--- src/rtl/fpu_ss_result_arb.sv ---
// Merges CSR writeback pulses and FPU results into one registered channel.
// Define FPU_SS_RESULT_PERF_EN to build the backpressure stall counter.
module fpu_ss_result_arb #(
  parameter int DEPTH    = 2,
  parameter int ID_WIDTH = 4,
  parameter int XLEN     = 32
) (
  input  logic                clk_i,
  input  logic                rst_i,
  input  logic                csr_wb_i,
  input  logic [4:0]          csr_wb_addr_i,
  input  logic [ID_WIDTH-1:0] csr_wb_id_i,
  input  logic [XLEN-1:0]     csr_rdata_i,
  input  logic                fpu_valid_i,
  output logic                fpu_ready_o,
  input  logic                fpu_we_i,
  input  logic [4:0]          fpu_rd_i,
  input  logic [ID_WIDTH-1:0] fpu_id_i,
  input  logic [XLEN-1:0]     fpu_data_i,
  output logic                result_valid_o,
  input  logic                result_ready_i,
  output logic                result_we_o,
  output logic [4:0]          result_rd_o,
  output logic [ID_WIDTH-1:0] result_id_o,
  output logic [XLEN-1:0]     result_data_o,
  output logic                csr_almost_full_o,
  output logic                csr_overflow_o,
  output logic [15:0]         stall_cnt_o
);

  localparam int AW = $clog2(DEPTH);
  localparam int CW = AW + 1;
  localparam logic [CW-1:0] FULL = CW'(DEPTH);
  localparam logic [CW-1:0] HIGH = CW'(DEPTH - 1);

  logic [4:0]          fifo_addr [DEPTH];
  logic [ID_WIDTH-1:0] fifo_id   [DEPTH];
  logic [XLEN-1:0]     fifo_data [DEPTH];

  logic [AW-1:0] wptr;
  logic [AW-1:0] rptr;
  logic [CW-1:0] count;
  logic          empty;
  logic          load;
  logic          pop;
  logic          push;

  assign empty = (count == '0);
  assign load  = !result_valid_o || result_ready_i;
  assign pop   = load && !empty;
  // A pop in the same cycle frees a slot even when full.
  assign push  = csr_wb_i && ((count < FULL) || pop);

  assign fpu_ready_o       = load && empty;
  assign csr_almost_full_o = (count >= HIGH);

  always_ff @(posedge clk_i) begin
    if (push) begin
      fifo_addr[wptr] <= csr_wb_addr_i;
      fifo_id[wptr]   <= csr_wb_id_i;
      fifo_data[wptr] <= csr_rdata_i;
    end
  end

  always_ff @(posedge clk_i) begin
    if (rst_i) begin
      wptr           <= '0;
      rptr           <= '0;
      count          <= '0;
      csr_overflow_o <= 1'b0;
    end else begin
      if (push) wptr <= wptr + 1'b1;
      if (pop)  rptr <= rptr + 1'b1;
      case ({push, pop})
        2'b10:   count <= count + 1'b1;
        2'b01:   count <= count - 1'b1;
        default: count <= count;
      endcase
      if (csr_wb_i && !push) csr_overflow_o <= 1'b1;
    end
  end

  always_ff @(posedge clk_i) begin
    if (rst_i) begin
      result_valid_o <= 1'b0;
      result_we_o    <= 1'b0;
      result_rd_o    <= '0;
      result_id_o    <= '0;
      result_data_o  <= '0;
    end else if (load) begin
      if (pop) begin
        result_valid_o <= 1'b1;
        result_we_o    <= 1'b1;
        result_rd_o    <= fifo_addr[rptr];
        result_id_o    <= fifo_id[rptr];
        result_data_o  <= fifo_data[rptr];
      end else if (fpu_valid_i) begin
        result_valid_o <= 1'b1;
        result_we_o    <= fpu_we_i;
        result_rd_o    <= fpu_rd_i;
        result_id_o    <= fpu_id_i;
        result_data_o  <= fpu_data_i;
      end else begin
        result_valid_o <= 1'b0;
      end
    end
  end

`ifdef FPU_SS_RESULT_PERF_EN
  logic [15:0] stall_cnt;

  always_ff @(posedge clk_i) begin
    if (rst_i) begin
      stall_cnt <= '0;
    end else if (result_valid_o && !result_ready_i
                 && stall_cnt != 16'hFFFF) begin
      stall_cnt <= stall_cnt + 16'd1;
    end
  end

  assign stall_cnt_o = stall_cnt;
`else
  assign stall_cnt_o = '0;
`endif

endmodule

--- config.mk ---
export PLATFORM = sky130hd
export DESIGN_NAME = fpu_ss_result_arb
export DESIGN_NICKNAME = d
export VERILOG_FILES = /design/src/rtl/fpu_ss_result_arb.sv
export SDC_FILE = /design/constraint.sdc
export NUM_CORES = 1
export LEC_CHECK = 0
export ABC_CLOCK_PERIOD_IN_PS = 3800
export BUFFER_PORTS_ARGS = -buffer_cell sky130_fd_sc_hd__buf_2
export CAP_MARGIN = 40
export CORE_MARGIN = 2
export CORE_UTILIZATION = 40
export CTS_CLUSTER_DIAMETER = 60
export DETAILED_ROUTE_END_ITERATION = 16
export GPL_TIMING_DRIVEN = 0
export HOLD_SLACK_MARGIN = 0.1
export PLACE_DENSITY = 0.71
export SLEW_MARGIN = 20
export SYNTH_ARGS = -nofsm -noshare
export SYNTH_HDL_FRONTEND = slang
export SYNTH_SLANG_ARGS = --single-unit
--- constraint.sdc ---
create_clock -name clk_i -period 3.8 [get_ports clk_i]
set_input_delay 0.57 -clock clk_i [delete_from_list [all_inputs] [get_ports clk_i]]
set_output_delay 0.57 -clock clk_i [all_outputs]
set_load 0.05 [all_outputs]
==> results of run 1 <==
[kinds of logic after synthesis]
kind of cell	Yosys count	share of synthesized area, %
compound gates	52	9.59
xor+xnor	2	0.342
fa+ha+maj	3	0.732
buf+inv	53	7.03
flops	131	67.1
mux	42	8.22
other cells	1	0.0731
simple gates	55	6.88
[power breakdown]
group | internal (mW) | switching (mW) | total, mW
logic | 0.601 | 1.35 | 1.95
clock network | 1.04 | 0.612 | 1.65
registers | 1.93 | 0.143 | 2.07
[metrics by stage]
stage	instance area [um2]	TNS, ns
after floorplan	5180	0
after global placement	6060	-29.23
final	6720	0
after CTS	6720	0
after detailed placement	6120	0
after global routing	6720	0
[final timing paths]
| check | start | to | depth (start not counted) |
|---|---|---|---|
| min reg2reg | csr_overflow_o | csr_overflow_o | 2 |
| max reg2reg | count[1] | fifo_id[1][3] | 6 |
| min | csr_wb_id_i[2] | fifo_id[1][2] | 1 |
| max | result_valid_o | fpu_ready_o | 5 |
[cell type report]
class	count	share of cell area (%)
Sequential cell	131	51.2
Multi-Input combinational cell	170	20.8
Timing Repair Buffer	134	10.4
Clock buffer	21	7.17
Buffer	45	4.91
Tap cell	172	3.20
Clock inverter	11	1.86
Inverter	8	0.447
[synth_stat cells (2+ instances only)]
cell type  count
dfxtp_1       49
a221o_1       41
ha_1           3
nor2_1         7
inv_1          6
buf_4         18
buf_6          9
xor2_1         2
buf_2         12
inv_2          2
nor4_1        41
edfxtp_1      82
a21oi_1        5
clkbuf_1       3
clkbuf_4       3
mux2i_1       41
[sequential cells by signal, indices dropped and copies added, names as in the netlist, named ones only]
name / flops
count: 2
rptr: 1
fifo_addr: 10
result_id_o: 4
result_we_o: 1
fifo_id: 8
wptr: 1
csr_overflow_o: 1
result_rd_o: 5
result_data_o: 32
fifo_data: 64
result_valid_o: 1
[per-layer routing]
layer | up-vias | part of all wire (%) | wire, um | global-route usage [%]
met2 | 118 | 51 | 6190 | 30.8
met4 | 0 | 1.3 | 158 | 7.29
li1 | 1667 | - | - | -
met3 | 12 | 5.3 | 643 | 5.05
met5 | - | 0 | 0 | 0
met1 | 1742 | 42 | 5150 | 21.5
==> run_results.csv, run 1 <==
group,metric,value,unit
synthesis,syn_inst,339,
grt,grt_overflow_total,0,
worst_setup_path,critPathMostFrequentCell,"buf_6",
clock_network,post_cts_buffers,0,
clock_network,cts_tree,"built",
finish,syn2layout_area_growth,31.1,%
run_status,outcome,"complete, no violations",
clock_network,numCtsBuffers,17,
grt,grt_pass1_wl,17.9,mm
synthesis,ys_warn_count,0,
floorplanning,ios,150,
synthesis,synth_area,5130,um2
synthesis,yosysUniqueCellTypes,31,
worst_setup_path,path_class,"reg -> out",
run,maxCapViolations,0,
detailed_routing,num_vias,3539,
finish,layout-drive-gt1-share,41.9,%
worst_setup_path,path_delay_family,"buffers and inverters",
timing,worst_pin_slew,0.561,ns
place,pre_cts_slack,1.63,ns
detailed_routing,route.detailed.drc,0,
timing,finalClockSkew,0.00605,ns
worst_setup_path,cp.required,3.23,ns
detailed_routing,wl_per_cell,17.6,um
worst_setup_path,cp_data_arrival_time,1.71,ns
detailed_routing,viasPerCell,5.11,
timing,setup_viol_count_final,0,
timing,hold_viol_final,0,
place,port_buffers,132,
pwr,peakVddDrop,0.329,mV
finish,regArea,3440,um2
finish,fin_cells,692,
timing,finalMaxSlewViolations,0,
synthesis,synth_area_per_cell,15.1,um2
floorplanning,core,12600,um2
clock_network,cts.sinks,131,
grt,grt_max_degree,27,
floorplanning,fp.dieH,117,um
clock_network,clkLatencyLatePin,0.42,ns
grt,first_global_vias,3462,
floorplanning,rows,41,
floorplanning,die_w,117,um
clock_network,clock_path_buffers,2,
synthesis,synth_ff_type,"edfxtp_1",
clock_network,clockRootBuffer,"clkbuf_16",
worst_setup_path,critPathBufInv,3,
detailed_routing,drt_wl_total,12.1,mm
detailed_routing,dr.pass1.iters,4,
finish,final_cell_mix,"buf_2, edfxtp_1, dfxtp_1",
pwr,leakagePower,2.75,nW
place,post-dp-hpwl,8.30,mm
synthesis,ys_seq_elements,131,
worst_setup_path,critPathMaxStageDelay,0.34,ns
detailed_routing,ant_nets,0,
clock_network,path_clk_slew,0.06,ns
grt,antenna_found_initial,0,
timing,hold_ws,0.338,ns
worst_setup_path,path_max_fanout,10,
synthesis,synth_edf_count,82,
floorplanning,die_area,13700,um2
finish,final_common_cell,"buf_2",
worst_setup_path,path_cells,"and2b_4 > buf_6 > buf_6 > nor2_2 > buf_2",
timing,slew_headroom,62.5,%
finish,num-nets-final,598,
timing,fin_crit_sh,60.1,%
timing,period_minus_slack,2.28,ns
synthesis,async_flop_share,0,%
place,gp_congestion,0.747,
pwr,powerDensity,844,nW/um2
timing,rsz0062_at_grt,"false",
synthesis,synth_top_area_cell,"edfxtp_1",
min_path,hold_class,"in -> reg",
grt,grtUsageTotal,18.0,%
clock_network,cts_hold_buf,0,
worst_setup_path,worstSetupStartpointType,"register",
worst_setup_path,setup.worst_path.end_class,"output port",
finish,n_antenna_cell,0,
synthesis,yosysSeqAreaShare,67.1,%
finish,fill_cells,1041,
synthesis,yosysTopAreaCellShare,48.0,%
detailed_routing,drt_iter0_markers,189,
floorplanning,start_util,40.8,%
clock_network,cts_resized,0,
worst_setup_path,slowest_stage,"dfxtp_1",
worst_setup_path,r2r_setup_slack,1.74,ns
finish,fin_util,53.5,%
timing,worst_slack,1.52,ns
finish,multi_input_area,1400,um2
synthesis,synth_area_leaders,"edfxtp_1, dfxtp_1, a221o_1",
pwr,p_total,5.67,mW
place,dp_cells,660,
clock_network,cts_max_level,4,
timing,fmax,438,MHz
No activity file was read; power rests on OpenSTA's default activity.
==> run 2: changes to the inputs <==
Settings changed: ABC_CLOCK_PERIOD_IN_PS 3800 to 2300.
Clock period 3.8 ns to 2.3 ns, I/O delays scaled along.
==> run_results.csv, run 2 (same netlist as run 1, synthesis figures left out) <==
group,metric,value,unit
worst_setup_path,setup.worst_path.end_class,"register",
floorplanning,die_area,13700,um2
timing,fin_setup_tns,0,ns
clock_network,numCtsBuffers,17,
timing,fin_crit_sh,93.0,%
finish,reg.largest.list,"fifo_data (64), result_data_o (32), fifo_addr (10)",
pwr,peakVddDrop,0.649,mV
finish,n_antenna_cell,0,
worst_setup_path,cp-startpoint,"count[0]",
finish,design_area,6870,um2
run,maxCapViolations,0,
floorplanning,core,12600,um2
timing,fmax,468,MHz
timing,period_minus_slack,2.14,ns
finish,syn2layout_area_growth,34.0,%
place,port_buffers,132,
min_path,hold_class,"in -> reg",
timing,setup_viol_count_final,0,
detailed_routing,dr.pass1.iters,4,
detailed_routing,viasPerCell,5.08,
clock_network,clkLatencyLatePin,0.42,ns
run_status,outcome,"complete, no violations",
timing,hold_viol_final,0,
grt,first_global_vias,3539,
worst_setup_path,cp.required,2.42,ns
place,post-dp-hpwl,8.29,mm
grt,use_met1,22.3,%
floorplanning,die_w,117,um
pwr,p_total,9.67,mW
floorplanning,rows,41,
timing,finalClockSkew,0.00750,ns
timing,worst_pin_slew,0.748,ns
place,pre_cts_slack,0.158,ns
finish,largest-register,"fifo_data",
clock_network,clock_path_buffers,2,
clock_network,cts_max_level,4,
grt,grt_pass1_wl,18.3,mm
worst_setup_path,path_max_fanout,22,
worst_setup_path,path_class,"reg -> reg",
floorplanning,ios,150,
detailed_routing,route.detailed.drc,0,
pwr,powerDensity,1410,nW/um2
grt,grt_busiest_layer,"met2",
clock_network,cts.sinks,131,
clock_network,cts_hold_buf,8,
worst_setup_path,cp_data_arrival_time,2.25,ns
pwr,pwr-share-clk,30.9,%
floorplanning,fp.dieH,117,um
place,placed_cell_area,6130,um2
finish,fin_util,54.7,%
detailed_routing,wl_per_cell,17.2,um
pwr,switchingPower,3.47,mW
timing,finalMaxSlewViolations,0,
pwr,internal-power,6.19,mW
grt,grt_overflow_total,0,
detailed_routing,drt_iter0_markers,182,
finish,largest_reg_flops,64,
timing,worst_slack,0.161,ns
detailed_routing,drt_wl_total,12.0,mm
clock_network,cts_tree,"built",
min_path,hp-start,"csr_wb_addr_i[1]",
grt,use_met2,30.0,%
detailed_routing,ant_nets,0,
floorplanning,start_util,40.8,%
pwr,p_comb_share,33.6,%
worst_setup_path,rr_startpoint,"count[0]",
timing,rsz0062_at_grt,"false",
grt,grt_use_met3,4.43,%
grt,antenna_found_initial,1,
clock_network,post_cts_buffers,0,
finish,final_common_cell,"buf_2",
clock_network,clockRootBuffer,"clkbuf_16",
worst_setup_path,worstSetupStartpointType,"register",
finish,final_cell_mix,"buf_2, edfxtp_1, dfxtp_1",
clock_network,cts_resized,0,
pwr,switching_share,35.9,%
timing,slew_headroom,50.0,%
finish,num-nets-final,606,
pwr,seqPwrFrac,35.4,%
finish,layout-drive-gt1-share,41.3,%
grt,grt_max_degree,23,
clock_network,path_clk_slew,0.06,ns
grt,grtUsageTotal,18.2,%
detailed_routing,num_vias,3555,
place,gp_congestion,0.725,
pwr,leakagePower,2.80,nW
[run 2: cell count changes in the layout (fill, tap and decap cells not counted)]
cell / before / now
buf_12: 2 / 0
buf_16: 0 / 2
bufinv_16: 2 / 5
clkbuf_16: 18 / 17
clkinv_2: 3 / 1
clkinvlp_4: 2 / 3
dlygate4sd3_1: 0 / 8
inv_6: 2 / 1
[run 2: stage by stage]
step | hold slack [ns] | instances
5_1_grt | 0.105 | 700
3_5_place_dp | 0.438 | 660
3_3_place_gp | 0.435 | 658
2_1_floorplan | 0.444 | 354
4_1_cts | 0.100 | 700
6_report | 0.118 | 700
[run 2: cell type report]
class | count | area (um2)
plain buffers | 45 | 330
clock inverters | 12 | 204
multi-input cells | 170 | 1400
clock buffers | 20 | 457
fillers | 1051 | 5700
repair buffers | 142 | 796
inverters | 8 | 30.0
flip-flops and latches | 131 | 3440
well taps | 172 | 215
[run 2: final timing paths]
kind              cells past startpoint          endpoint  slack (ns)
setup / recovery                      6  fifo_data[0][17]        0.16
hold / removal                        1   fifo_addr[1][1]        0.12
setup reg to reg                      6  fifo_data[0][17]        0.16
hold reg to reg                       2    csr_overflow_o        0.44
[run 2: critical path, stage by stage, from the launching register on]
cell     delay, ns
dfxtp_1       0.36
inv_1         0.08
ha_1          0.22
inv_2         0.12
a31oi_2       0.18
nor2_4        0.62
buf_16        0.25
[run 2: power groups by stage]
stage	registers (mW)	clock network, mW	logic, mW
2_1_floorplan	4.38	0	1.47
3_3_place_gp	3.45	0	3.12
3_5_place_dp	3.47	0	3.26
4_1_cts	3.43	3.04	3.29
5_1_grt	3.48	3.14	3.47
6_report	3.43	2.99	3.25
[run 2: per-layer routing]
layer	share of wire, %	up-vias	routed length (um)
met5	0.058	-	7
met4	2.5	2	295
met3	5.5	25	659
met2	50	119	6000
met1	42	1723	5070
li1	-	1686	-
